## config.mk

```make
export PLATFORM = sky130hd
export DESIGN_NAME = tile_rom_sdr_arbiter_flat
export DESIGN_NICKNAME = d
export VERILOG_FILES = /design/src/rtl/tile_rom_sdr_arbiter_if.sv /design/src/rtl/tile_rom_sdr_arbiter.sv /design/src/flat_wrapper.sv
export SDC_FILE = /design/constraint.sdc
export NUM_CORES = 1
export LEC_CHECK = 0
export ABC_AREA = 1
export BUFFER_PORTS_ARGS = -buffer_cell sky130_fd_sc_hd__buf_2
export CORE_MARGIN = 4
export CORE_UTILIZATION = 25
export CTS_BUF_LIST = sky130_fd_sc_hd__clkbuf_4
export CTS_CLUSTER_SIZE = 24
export DETAILED_ROUTE_END_ITERATION = 7
export PLACE_DENSITY = 0.39
export SLEW_MARGIN = 20
export SYNTH_ARGS = -nofsm -noshare
export SYNTH_HDL_FRONTEND = slang
export SYNTH_SLANG_ARGS = --single-unit
```

## constraint.sdc

```tcl
create_clock -name clk -period 3.5 [get_ports clk]
set_input_delay 0.175 -clock clk [delete_from_list [all_inputs] [get_ports clk]]
set_output_delay 0.175 -clock clk [all_outputs]
set_load 0.05 [all_outputs]
```

## src/rtl/tile_rom_sdr_arbiter_if.sv

```systemverilog
// ---------------------------------------------------------------------------
// tile_rom_sdr_arbiter_if
//   ROM read port between the tile/sprite fetch arbiter and the SDRAM
//   controller.
//
//   sdr_addr : byte address of the requested word (arbiter -> controller)
//   sdr_req  : 1-cycle read request pulse        (arbiter -> controller)
//   sdr_rdy  : 1-cycle read-data-valid pulse      (controller -> arbiter)
//   sdr_data : read data, valid with sdr_rdy      (controller -> arbiter)
//
//   modport master : arbiter side
//   modport slave  : SDRAM controller side
// ---------------------------------------------------------------------------
interface tile_rom_sdr_arbiter_if #(
  parameter int ADDR_W = 25,
  parameter int DATA_W = 16
);
  logic [ADDR_W-1:0] sdr_addr;
  logic              sdr_req;
  logic              sdr_rdy;
  logic [DATA_W-1:0] sdr_data;

  modport master (
    output sdr_addr,
    output sdr_req,
    input  sdr_rdy,
    input  sdr_data
  );

  modport slave (
    input  sdr_addr,
    input  sdr_req,
    output sdr_rdy,
    output sdr_data
  );
endinterface

```

## src/rtl/tile_rom_sdr_arbiter.sv

```systemverilog
// ---------------------------------------------------------------------------
// tile_rom_sdr_arbiter
//   Shares one SDRAM ROM read port among NCH graphics layers. Each channel
//   strobes a word address; repeated fetches of the last completed address
//   are answered locally (hit), a strobe at the in-flight address merges into
//   the running fetch, and anything else becomes the channel's pending
//   request (latest address wins). Pending requests are granted round-robin,
//   one transaction outstanding at a time; a fetch that sees no sdr_rdy for
//   TIMEOUT cycles is re-issued at the same address, without limit.
//
//   clk       : system clock, all logic on posedge
//   RESETn    : asynchronous active-low reset
//   ch_strobe : per-channel 1-cycle fetch request
//   ch_addr   : per-channel word address, sampled with ch_strobe
//   ch_data   : per-channel last fetched word, held until next completion
//   ch_valid  : per-channel 1-cycle pulse on completion or hit
//   ch_busy   : per-channel pending-or-in-flight flag
//   sdr       : SDRAM ROM read port (master side)
// ---------------------------------------------------------------------------
module tile_rom_sdr_arbiter #(
  parameter int                    NCH       = 4,
  parameter int                    REQ_AW    = 18,
  parameter int                    ADDR_W    = 25,
  parameter int                    DATA_W    = 16,
  parameter logic [NCH*ADDR_W-1:0] BASE_ADDR = '0,
  parameter int                    TIMEOUT   = 64
) (
  input  logic                  clk,
  input  logic                  RESETn,
  input  logic [NCH-1:0]        ch_strobe,
  input  logic [NCH*REQ_AW-1:0] ch_addr,
  output logic [NCH*DATA_W-1:0] ch_data,
  output logic [NCH-1:0]        ch_valid,
  output logic [NCH-1:0]        ch_busy,
  tile_rom_sdr_arbiter_if.master sdr
);

  localparam int CH_W  = (NCH > 1) ? $clog2(NCH) : 1;
  localparam int CNT_W = $clog2(TIMEOUT);

  typedef enum logic {
    S_IDLE,
    S_WAIT
  } state_e;

  // Control state (reset)
  state_e                state_q, state_d;
  logic [CH_W-1:0]       rr_ptr_q, rr_ptr_d;
  logic [CH_W-1:0]       gnt_q, gnt_d;
  logic [CNT_W-1:0]      cnt_q, cnt_d;
  logic [NCH-1:0]        pend_valid_q, pend_valid_d;
  logic [NCH-1:0]        last_valid_q, last_valid_d;
  logic [NCH-1:0]        inflight_q, inflight_d;
  logic [NCH-1:0]        ch_valid_q, ch_valid_d;
  logic [NCH*DATA_W-1:0] ch_data_q, ch_data_d;
  logic                  sdr_req_q, sdr_req_d;
  logic [ADDR_W-1:0]     sdr_addr_q, sdr_addr_d;

  // Address storage (no reset, always qualified by a valid flag)
  logic [REQ_AW-1:0]     pend_addr_q [NCH];
  logic [REQ_AW-1:0]     pend_addr_d [NCH];
  logic [REQ_AW-1:0]     last_addr_q [NCH];
  logic [REQ_AW-1:0]     last_addr_d [NCH];
  logic [REQ_AW-1:0]     fl_addr_q, fl_addr_d;

  // Round-robin pick: first pending channel at or after rr_ptr, cyclic.
  logic            arb_found;
  logic [CH_W-1:0] arb_ch;

  always_comb begin
    arb_found = 1'b0;
    arb_ch    = '0;
    for (int k = 0; k < NCH; k++) begin
      if (!arb_found && pend_valid_q[(int'(rr_ptr_q) + k) % NCH]) begin
        arb_found = 1'b1;
        arb_ch    = CH_W'((int'(rr_ptr_q) + k) % NCH);
      end
    end
  end

  // NOTE: every signal assigned here gets a default first, so no path leaves
  // a value unassigned and no latch is inferred.
  always_comb begin
    state_d      = state_q;
    rr_ptr_d     = rr_ptr_q;
    gnt_d        = gnt_q;
    cnt_d        = cnt_q;
    pend_valid_d = pend_valid_q;
    last_valid_d = last_valid_q;
    inflight_d   = inflight_q;
    ch_data_d    = ch_data_q;
    ch_valid_d   = '0;
    sdr_req_d    = 1'b0;
    sdr_addr_d   = sdr_addr_q;
    pend_addr_d  = pend_addr_q;
    last_addr_d  = last_addr_q;
    fl_addr_d    = fl_addr_q;

    unique case (state_q)
      S_IDLE: begin
        // sdr_rdy is deliberately ignored here: no response is owed.
        if (arb_found) begin
          sdr_req_d            = 1'b1;
          sdr_addr_d           = BASE_ADDR[int'(arb_ch)*ADDR_W +: ADDR_W]
                               | ADDR_W'({pend_addr_q[arb_ch], 1'b0});
          pend_valid_d[arb_ch] = 1'b0;
          inflight_d[arb_ch]   = 1'b1;
          fl_addr_d            = pend_addr_q[arb_ch];
          gnt_d                = arb_ch;
          rr_ptr_d             = (int'(arb_ch) == NCH - 1) ? '0 : arb_ch + 1'b1;
          cnt_d                = '0;
          state_d              = S_WAIT;
        end
      end

      S_WAIT: begin
        if (sdr.sdr_rdy) begin
          ch_data_d[int'(gnt_q)*DATA_W +: DATA_W] = sdr.sdr_data;
          ch_valid_d[gnt_q]   = 1'b1;
          last_addr_d[gnt_q]  = fl_addr_q;
          last_valid_d[gnt_q] = 1'b1;
          inflight_d[gnt_q]   = 1'b0;
          state_d             = S_IDLE;
        end else if (cnt_q == CNT_W'(TIMEOUT - 1)) begin
          // Lost response: re-issue at the unchanged sdr_addr.
          sdr_req_d = 1'b1;
          cnt_d     = '0;
        end else begin
          cnt_d = cnt_q + 1'b1;
        end
      end

      default: state_d = S_IDLE;
    endcase

    // Strobes are applied after the grant so that a strobe arriving in the
    // grant cycle re-arms pending after the grant has consumed the old one.
    for (int i = 0; i < NCH; i++) begin
      if (ch_strobe[i]) begin
        if (inflight_q[i] && ch_addr[i*REQ_AW +: REQ_AW] == fl_addr_q) begin
          // Merged into the running fetch; its completion answers this too.
        end else if (last_valid_q[i] && !pend_valid_q[i] &&
                     ch_addr[i*REQ_AW +: REQ_AW] == last_addr_q[i]) begin
          ch_valid_d[i] = 1'b1;
        end else begin
          pend_valid_d[i] = 1'b1;
          pend_addr_d[i]  = ch_addr[i*REQ_AW +: REQ_AW];
        end
      end
    end
  end

  // NOTE: sequential state uses non-blocking assignments so every register
  // samples the values from before the edge, independent of statement order.
  always_ff @(posedge clk or negedge RESETn) begin
    if (!RESETn) begin
      state_q      <= S_IDLE;
      rr_ptr_q     <= '0;
      gnt_q        <= '0;
      cnt_q        <= '0;
      pend_valid_q <= '0;
      last_valid_q <= '0;
      inflight_q   <= '0;
      ch_valid_q   <= '0;
      ch_data_q    <= '0;
      sdr_req_q    <= 1'b0;
      sdr_addr_q   <= '0;
    end else begin
      state_q      <= state_d;
      rr_ptr_q     <= rr_ptr_d;
      gnt_q        <= gnt_d;
      cnt_q        <= cnt_d;
      pend_valid_q <= pend_valid_d;
      last_valid_q <= last_valid_d;
      inflight_q   <= inflight_d;
      ch_valid_q   <= ch_valid_d;
      ch_data_q    <= ch_data_d;
      sdr_req_q    <= sdr_req_d;
      sdr_addr_q   <= sdr_addr_d;
    end
  end

  // NOTE: the address arrays are left out of reset on purpose; each entry is
  // only read while its valid/inflight flag is set, and those flags do reset.
  always_ff @(posedge clk) begin
    pend_addr_q <= pend_addr_d;
    last_addr_q <= last_addr_d;
    fl_addr_q   <= fl_addr_d;
  end

  assign ch_data      = ch_data_q;
  assign ch_valid     = ch_valid_q;
  assign ch_busy      = pend_valid_q | inflight_q;
  assign sdr.sdr_req  = sdr_req_q;
  assign sdr.sdr_addr = sdr_addr_q;

endmodule

```

## src/flat_wrapper.sv

```systemverilog
// flat-port wrapper written by rule: the top's interface ports become plain ports
module tile_rom_sdr_arbiter_flat 
#(
  parameter int                    NCH       = 4,
  parameter int                    REQ_AW    = 18,
  parameter int                    ADDR_W    = 25,
  parameter int                    DATA_W    = 16,
  parameter logic [NCH*ADDR_W-1:0] BASE_ADDR = '0,
  parameter int                    TIMEOUT   = 64
)
  (clk, RESETn, ch_strobe, ch_addr, ch_data, ch_valid, ch_busy, sdr_sdr_addr, sdr_sdr_req, sdr_sdr_rdy, sdr_sdr_data);
  tile_rom_sdr_arbiter_if #(.ADDR_W(ADDR_W), .DATA_W(DATA_W)) sdr_i ();
  input  logic clk;
  input  logic RESETn;
  input  logic [NCH-1:0] ch_strobe;
  input  logic [NCH*REQ_AW-1:0] ch_addr;
  output logic [NCH*DATA_W-1:0] ch_data;
  output logic [NCH-1:0] ch_valid;
  output logic [NCH-1:0] ch_busy;
  output wire logic [$bits(sdr_i.sdr_addr)-1:0] sdr_sdr_addr;
  output wire logic [$bits(sdr_i.sdr_req)-1:0] sdr_sdr_req;
  input wire logic [$bits(sdr_i.sdr_rdy)-1:0] sdr_sdr_rdy;
  input wire logic [$bits(sdr_i.sdr_data)-1:0] sdr_sdr_data;
  assign sdr_sdr_addr = sdr_i.sdr_addr;
  assign sdr_sdr_req = sdr_i.sdr_req;
  assign sdr_i.sdr_rdy = sdr_sdr_rdy;
  assign sdr_i.sdr_data = sdr_sdr_data;
  tile_rom_sdr_arbiter #(.NCH(NCH), .REQ_AW(REQ_AW), .ADDR_W(ADDR_W), .DATA_W(DATA_W), .BASE_ADDR(BASE_ADDR), .TIMEOUT(TIMEOUT)) u_core (.clk(clk), .RESETn(RESETn), .ch_strobe(ch_strobe), .ch_addr(ch_addr), .ch_data(ch_data), .ch_valid(ch_valid), .ch_busy(ch_busy), .sdr(sdr_i));
endmodule
```

==> run metrics, run 1 <==
Routability Congestion=0.879; cts repair resizes=0; H-Tree Depth=3; final net count=about 1,800; first-pass GRT wire length=approximately 76,000 um; Compound-Gate Fraction of Synth Area=6.85%; Synth Area per Inst=roughly 9.6 sq um; Register Area=7620 sq um; Synth cell types=41; Die Y=235 um; Max VDD drop=between 0.5 and 0.6 mV; unrepaired setup endpoints after global routing=false; simple-gate share of the synthesized area=approximately 22%; Lkg Pwr=between 0.007 and 0.008 uW; global route overflow=0; mux share of post-synthesis cell area=0%; vias=between 10,000 and 15,000; asr flop ratio synth=40.4%; Setup TNS=0 ns; later-pin clock latency in the skew report=about 0.8 ns; Cells after Synth=~1,300; FILL cells=5,350; multi-input combinational cell area=4390 sq um; CTS buffer count=between 80 and 90; flop and latch count out of synthesis=272; Synth Flop Type=edfxtp_1; Net Sw Frac=slightly below 50%; Flop pwr share=between 30% and 40%; Worst Tran Pin Value=about 0.87 ns; Critical Path Start Type=register; Sink Count=272; commonest non-fill, non-tap cell in the layout=nand2_1; DR pass1 iterations=5; Hold Crit Class=input pin to register; final slew viol count=0; Synth Area in XOR/XNOR=around 4.3%; Clk pwr share=between 10% and 20%; # Post-CTS Setup Buffers=0; routed wire length=about 52,000 um; Post-Synth Adder-Cell Area=less than 1%; largest net degree at the start of global routing=70; crit path time final=between 3 and 4 ns; die width=~230 um; total core area=between 50,000 and 60,000 sq um; Layout area overhead=29.6%; yosys synthesis warning count=0; WL/cell=around 21 um; Initial Util=25.5%; post-route ant nets=0; pwr dens=about 940 nW/um^2; Design Area, Final=16,700 sq um; period utilization=85.9%; main combinational cell family by area after synthesis=simple AND/OR/NAND/NOR gates; sequential share of the synthesized area=between 50% and 60%; Place WS=between 0.5 and 0.6 ns; Worst Slack Setup Final=between 0.4 and 0.5 ns; fmax=around 330 MHz; Final Hold Fails=0; clock transition at the registers of the reported paths=about 0.06 ns; Psw=7720 uW; clock buffer depth=3; hold buffer count at cts=98; Total GRT Usage=about 18%; most frequent cells in the layout=nand2_1 (335), buf_2 (184), edfxtp_1 (162), inv_1 (154), clkbuf_4 (118); TritonCTS clock tree=done; Port-buffer cells=185; max_slew headroom=about 42%; Power Internal=between 7000 and 8000 uW; placed cell areas=roughly 15,000 sq um; Final setup viols=0; residual DRC count=0; DIE AREA=roughly 55,000 sq um; CP Capture Type=register; Power Total=15,600 uW; status=completed; DRT iter0 DRCs=between 800 and 900; Worst EP arrival=~3.7 ns; Final Skew=between 0.05 and 0.06 ns; post-synthesis cell area=between 10,000 and 15,000 sq um; initial antenna violation count=5; dpl hpwl=36,700 um; Post-synth EDFFs=around 160; Via density=between 4 and 5; share of layout cells above drive strength 1=a little over a fifth; WS Path Type=register to register; Root Buffer=clkbuf_4; row cnt=between 80 and 90; Gate power share=between 40% and 50%; max cap viols=0; number of global-route vias before repair=between 10,000 and 15,000; Max FO, Critical Path=42; Req. time, crit path=between 4 and 5 ns; Ports=slightly below 200
[Yosys cell counts (21+ instances only)]
cell type  count  area, sq um
nand2_1      336         1260
edfxtp_1     162         4860
inv_1        154          578
o21ai_0      117          586
dfrtp_1      110         2750
nand4_1       89          557
nor2_1        77          289
nand3_1       60          300
xor2_1        40          350
o22ai_1       25          156
xnor2_1       23          201
clkbuf_1      21         78.8
[through the flow]
step / std cells / utilization (%) / hold slack [ns]
final: 2430 / 33.0 / 0.105
after global routing: 2430 / 33.0 / 0.0326
after CTS: 2426 / 33.0 / 0.00508
after detailed placement: 2181 / 29.0 / 0.316
after global placement: 2181 / 29.0 / 0.313
after floorplan: 1341 / - / -0.121
[worst paths after layout]
check / end / slack (ns) / cells after the start / from
worst min-delay path: u_core.pend_addr_q[22] / 0.10 / 2 / ch_addr[40]
worst max-delay path: u_core.pend_valid_q[3] / 0.49 / 13 / u_core.rr_ptr_q[0]
min in group asynchronous: u_core.pend_valid_q[0] / 0.49 / 3 / RESETn
worst min register to register: u_core.sdr.sdr_addr[11] / 0.48 / 2 / u_core.sdr.sdr_addr[11]
worst max register to register: u_core.pend_valid_q[3] / 0.49 / 13 / u_core.rr_ptr_q[0]
max in group asynchronous: u_core.state_q / 2.21 / 4 / RESETn
[metal layers]
metal	GRT usage [%]	vias to the layer above	wire length, um
met5	0	-	0
met2	28.4	405	23400
li1	-	5284	-
met1	24.3	5385	22800
met3	4.56	101	3260
met4	7.79	0	2090
[cells by family after synthesis]
group / count (synthesis)
AND/OR/NAND/NOR: 619
other: 1
XOR/XNOR: 63
flip-flops: 272
buffers and inverters: 209
adder cells (fa/ha/maj): 10
AO/OA/AOI/OAI: 161
[sequential cells by signal (all words and copies together), names as in the netlist, 2 cells and up]
name,flops
u_core.last_addr_q,72
u_core.pend_addr_q,72
u_core.ch_data,64
u_core.fl_addr_q,18
u_core.sdr.sdr_addr,18
u_core.cnt_q,6
u_core.ch_valid,4
u_core.inflight_q,4
u_core.last_valid_q,4
u_core.pend_valid_q,4
u_core.gnt_q,2
u_core.rr_ptr_q,2
[critical path, cell delays in order (launching register included)]
cell,delay (ns)
dfrtp_1,0.51
inv_4,0.18
nand2_1,0.08
nand2_1,0.11
nand2_1,0.07
nand2_1,0.11
nor2_4,0.05
nand3_2,0.30
buf_4,0.37
nand2_4,0.07
inv_2,0.63
nand3_1,0.20
nand3_1,0.10
o21ai_0,0.08
[final cells by class]
class | count | share of cell area, %
diodes | 4 | 0.0601
clock buffers | 118 | 5.32
clock inverters | 29 | 0.706
inverters | 158 | 3.57
multi-input cells | 860 | 26.3
flip-flops and latches | 272 | 45.7
well taps | 672 | 5.05
repair buffers | 317 | 13.3
[power groups by stage]
stage          Sequential, uW  Clock, uW  Combinational, uW
4_1_cts                  5300       3180               7350
5_1_grt                  5380       3370               7960
6_report                 5290       3050               7290
3_3_place_gp             5360          0               7240
3_5_place_dp             5340          0               7250
2_1_floorplan            6440          0               3410
(Power assumes the default switching activity.)
==> inputs of run 2 (changes only) <==
--- a/config.mk
+++ b/config.mk
@@ -8,11 +8,11 @@
 export ABC_AREA = 1
 export BUFFER_PORTS_ARGS = -buffer_cell sky130_fd_sc_hd__buf_2
 export CORE_MARGIN = 4
-export CORE_UTILIZATION = 25
+export CORE_UTILIZATION = 59
 export CTS_BUF_LIST = sky130_fd_sc_hd__clkbuf_4
 export CTS_CLUSTER_SIZE = 24
 export DETAILED_ROUTE_END_ITERATION = 7
-export PLACE_DENSITY = 0.39
+export PLACE_DENSITY = 0.8
 export SLEW_MARGIN = 20
 export SYNTH_ARGS = -nofsm -noshare
 export SYNTH_HDL_FRONTEND = slang
==> constraint.sdc (replaced) <==
create_clock -name clk -period 3.5 [get_ports clk]
set_input_delay 0.35 -clock clk [delete_from_list [all_inputs] [get_ports clk]]
set_output_delay 0.35 -clock clk [all_outputs]
set_load 0.05 [all_outputs]
==> run metrics, run 2 (synthesis results as in run 1) <==
status=complete, but fails checks; failing checks=DRC; dpl hpwl=approximately 28,000 um; Total GRT Usage=34.9%; die width=about 160 um; post-route ant nets=0; global route overflow=0; Req. time, crit path=a little over 4 ns; Lkg Pwr=between 0.007 and 0.008 uW; Max VDD drop=between 0.6 and 0.7 mV; Critical Path Start Type=register; clock buffer depth=3; Sink Count=272; Hold Crit Class=input pin to register; initial antenna violation count=2; pwr dens=~950 nW/um^2; fmax=334 MHz; Initial Util=between 60% and 70%; largest net degree at the start of global routing=60; unrepaired setup endpoints after global routing=false; CP Capture Type=register; first-pass GRT wire length=around 65,000 um; WS Path Type=register to register; H-Tree Depth=3; vias=roughly 12,000; TritonCTS clock tree=done; max cap viols=0; Via density=approximately 5.9; cts repair resizes=0; total core area=21,200 sq um; Root Buffer=clkbuf_4; Layout area overhead=23.6%; crit path time final=3.00 ns; reg2reg start=u_core.gnt_q[0]; reg2reg setup slack=approximately 0.50 ns; max_slew headroom=roughly a quarter; reg2reg end=u_core.ch_data[38]; DIE AREA=~24,000 sq um; Worst Tran Pin Value=~1.1 ns; R2R depth=7; Final setup viols=0; Final Hold Fails=0; row cnt=between 50 and 60; Setup crit start=u_core.gnt_q[0]; Setup TNS=0 ns; Routability Congestion=0.971; most frequent cells in the layout=nand2_1 (336), buf_2 (184), edfxtp_1 (162), inv_1 (154), o21ai_0 (117); DRT iter0 DRCs=around 1,400; routed wire length=between 40,000 and 50,000 um; share of layout cells above drive strength 1=20.6%; final slew viol count=0; Die Y=between 150 and 200 um; number of global-route vias before repair=~12,000; later-pin clock latency in the skew report=around 0.69 ns; Ports=around 190; period utilization=a little under nine tenths; residual DRC count=11; clock transition at the registers of the reported paths=about 0.070 ns; commonest non-fill, non-tap cell in the layout=nand2_1; Worst Setup EP=u_core.ch_data[38]; Worst EP arrival=around 3.6 ns; DR pass1 iterations=8; final net count=~1,800; Port-buffer cells=approximately 190; Final Skew=~0.047 ns; Final Util=about three quarters; CTS buffer count=between 70 and 80; Max FO, Critical Path=19; WL/cell=21.2 um
-- run 2: worst min path at each step --
| stage | cells past startpoint | slack [ns] | endpoint | startpoint |
|---|---|---|---|---|
| after floorplan | 0 | 0.05 | u_core.ch_data[0] | RESETn |
| after global placement | 2 | 0.44 | u_core.last_valid_q[3] | u_core.last_valid_q[3] |
| after detailed placement | 2 | 0.45 | u_core.last_valid_q[3] | u_core.last_valid_q[3] |
| after CTS | 5 | 0.01 | u_core.pend_valid_q[2] | ch_strobe[2] |
| after global routing | 3 | 0.03 | u_core.ch_valid[2] | ch_strobe[2] |
| final | 3 | 0.06 | u_core.ch_valid[2] | ch_strobe[2] |
-- run 2: what timing repair did --
| action | in CTS | in global routing |
|---|---|---|
| hold endpoints to repair | 162 | 0 |
| setup buffers | 0 | 0 |
| hold buffers | 93 | 0 |
-- run 2: final cells by class --
cell class	count	area [sq um]
Multi-Input combinational cell	860	4380
Tap cell	275	344
Sequential cell	272	7620
Clock buffer	113	848
Timing Repair Buffer	302	2050
Clock inverter	14	55.1
Inverter	158	596
Fill cell	1486	5320
Antenna cell	1	2.50
-- run 2: per-layer routing --
| metal | global-route usage (%) | wire [um] | part of all wire [%] | vias to the layer above |
|---|---|---|---|---|
| li1 | - | - | - | 5212 |
| met1 | 44.3 | 15100 | 36 | 5467 |
| met2 | 55.2 | 19700 | 47 | 866 |
| met3 | 10.9 | 5510 | 13 | 156 |
| met4 | 16.1 | 1920 | 4.5 | 2 |
| met5 | 0 | 7 | 0.017 | - |
-- run 2: metrics by stage --
stage                     setup slack [ns]  hold WS [ns]  instances  total power [uW]  instance area, sq um
after floorplan                      0.881        0.0544       1341              9850                 12900
after global placement               0.803         0.439       1774             11800                 14100
after detailed placement             0.594         0.447       1774             12000                 14100
after CTS                            0.591        0.0141       1994             14900                 15900
after global routing                 0.297        0.0336       1995             15900                 15900
final                                0.502        0.0649       1995             15000                 15900
-- run 2: power breakdown --
part	switching [uW]	total, uW	internal [uW]
registers	847	5390	4540
clock network	1330	2800	1460
logic	5160	6860	1710
-- run 2: worst max-delay path, cell delays in order (launching register included) --
cell and delay (ns):
dfrtp_1 0.61, clkinv_1 0.61, ha_1 0.57, inv_1 0.06
nor2_1 0.48, buf_4 0.32, nand4_1 0.13, nand2_1 0.12
==> inputs of run 3 (changes only) <==
--- a/config.mk
+++ b/config.mk
@@ -6,13 +6,13 @@
 export NUM_CORES = 1
 export LEC_CHECK = 0
 export ABC_AREA = 1
-export BUFFER_PORTS_ARGS = -buffer_cell sky130_fd_sc_hd__buf_2
 export CORE_MARGIN = 4
-export CORE_UTILIZATION = 59
+export CORE_UTILIZATION = 65
 export CTS_BUF_LIST = sky130_fd_sc_hd__clkbuf_4
 export CTS_CLUSTER_SIZE = 24
 export DETAILED_ROUTE_END_ITERATION = 7
-export PLACE_DENSITY = 0.8
+export DONT_BUFFER_PORTS = 1
+export PLACE_DENSITY = 0.79
 export SLEW_MARGIN = 20
 export SYNTH_ARGS = -nofsm -noshare
 export SYNTH_HDL_FRONTEND = slang
==> constraint.sdc (replaced) <==
create_clock -name clk -period 3.7 [get_ports clk]
set_input_delay 0.37 -clock clk [delete_from_list [all_inputs] [get_ports clk]]
set_output_delay 0.37 -clock clk [all_outputs]
set_load 0.05 [all_outputs]
==> run metrics, run 3 (synthesis results as in run 1) <==
Non-Filler Instances=1,790; H-Tree Depth=3; DR pass1 iterations=7; placed insts=1,572; Root Buffer=clkbuf_4; DIE AREA=22,100 sq um; largest net degree at the start of global routing=about 110; crit path time final=just under 3 ns; clock transition at the registers of the reported paths=~0.06 ns; Worst Slack Setup Final=around 0.77 ns; final slew viol count=0; global route overflow=0; total core area=around 19,000 sq um; die width=roughly 150 um; Power Total=around 14,000 uW; # Post-CTS Setup Buffers=0; Critical Path Start Type=register; Total GRT Usage=a little under two fifths; Setup TNS=0 ns; commonest non-fill, non-tap cell in the layout=nand2_1; dpl hpwl=approximately 27,000 um; routed wire length=around 40,000 um; TritonCTS clock tree=done; Final Skew=approximately 0.043 ns; Die Y=149 um; Hold Crit Class=input pin to register; post-route ant nets=0; Routability Congestion=between 0.9 and 1; Worst path most repeated cell=nand2_1; FILL cells=1,340; row cnt=51; clock buffer depth=3; number of global-route vias before repair=approximately 11,000; Req. time, crit path=~4 ns; CTS buffer count=~70; residual DRC count=0; Worst Tran Pin Value=about 1.2 ns; initial antenna violation count=1; max_slew headroom=15.9%; DRT iter0 DRCs=1,389; slowest library cell on the worst path=nand3_2; Buf+Inv Stages, Crit Path=2; Ports=just under 200; met1 GRT Util=between 40 and 50%; Lkg Pwr=approximately 0.0068 uW; placed cell areas=~13,000 sq um; first-pass GRT wire length=61,400 um; hold buffer count at cts=95; most frequent cells in the layout=nand2_1 (335), edfxtp_1 (162), inv_1 (154), o21ai_0 (117), dfrtp_1 (110); Place WS=around 0.85 ns; Port-buffer cells=0; Worst EP arrival=between 3 and 4 ns; status=completed; CP delay by family, top=simple AND/OR/NAND/NOR gates; GR Util met3=approximately 15%; period utilization=79.2%; final net count=approximately 1,600; critical path, cell by cell=inv_4, nand2_1, nand3_1, nand2_1, nand2_1, nand2_1, nand2_4, nand3_2, buf_4, nand2_1, nand2_1, nand2_1, nand2_1; later-pin clock latency in the skew report=approximately 0.7 ns; Critical Path Max Stage Delay=between 0.5 and 0.6 ns; max cap viols=0; unrepaired setup endpoints after global routing=false; WS Path Type=register to register; cts repair resizes=0; Final Hold Fails=0; Initial Util=66.1%; WL/cell=approximately 22 um; Max FO, Critical Path=37; Max VDD drop=0.564 mV; share of layout cells above drive strength 1=9.84%; Design Area, Final=14,900 sq um; fmax=341 MHz; Layout area overhead=15.9%; vias=around 11,000; GRT Max-Usage Layer=met2; CP Capture Type=register; Final setup viols=0; Via density=6.10; Sink Count=roughly 270; met2 GRT Util=53.7%; pwr dens=around 920 nW/um^2
## run 3: cell count changes in the layout (fill, tap and decap cells not counted), sizes merged
cell	previous run	this run
buf	209	18
bufinv	0	2
clkbuf	113	97
clkinv	11	20
dlygate4sd3	93	94
## run 3: report_power, final
group	total [uW]	internal [uW]	switching [uW]
Clock	2610	1360	1250
Sequential	6420	4270	2150
Combinational	4670	1320	3350
Total	13700	6940	6750
## run 3: stage by stage
stage / hold slack, ns / utilization [%]
3_3_place_gp: 0.0800 / 67.1
4_1_cts: 0.0332 / 76.6
6_report: 0.0686 / 76.6
5_1_grt: 0.0745 / 76.6
2_1_floorplan: 0.0744 / -
3_5_place_dp: 0.0789 / 67.1
## run 3: worst paths after layout
path | from | end | slack (ns) | cells past startpoint
worst max-delay path | u_core.rr_ptr_q[0] | u_core.fl_addr_q[2] | 0.77 | 13
worst min-delay path | ch_addr[35] | u_core.ch_valid[1] | 0.07 | 5
worst max register to register | u_core.rr_ptr_q[0] | u_core.fl_addr_q[2] | 0.77 | 13
worst min register to register | u_core.last_valid_q[1] | u_core.last_valid_q[1] | 0.47 | 1
max in group asynchronous | RESETn | u_core.ch_data[21] | 2.90 | 2
min in group asynchronous | RESETn | u_core.pend_valid_q[2] | 0.39 | 2
## run 3: layout make-up
cell class,count,area (sq um),share of cell area [%]
tap,265,332,2.22
inverter,158,596,4.00
antenna,1,2.50,0.0168
clock inverter,25,149,0.999
multi-input combinational,860,4390,29.4
clock buffer,97,728,4.89
timing repair buffer,112,1100,7.35
sequential,272,7620,51.1
## run 3: per-layer routing
metal  up-vias  wire [um]
met5         -          0
met4         0       1920
met3       155       6150
met2       835      17800
met1      5092      14300
li1       4839          -
## run 3: tightest hold or removal path, delay by kind of cell
family	cells	cell delay [ns]
and+or+nand+nor	3	0.19
AOI/OAI and AO/OA	2	0.14
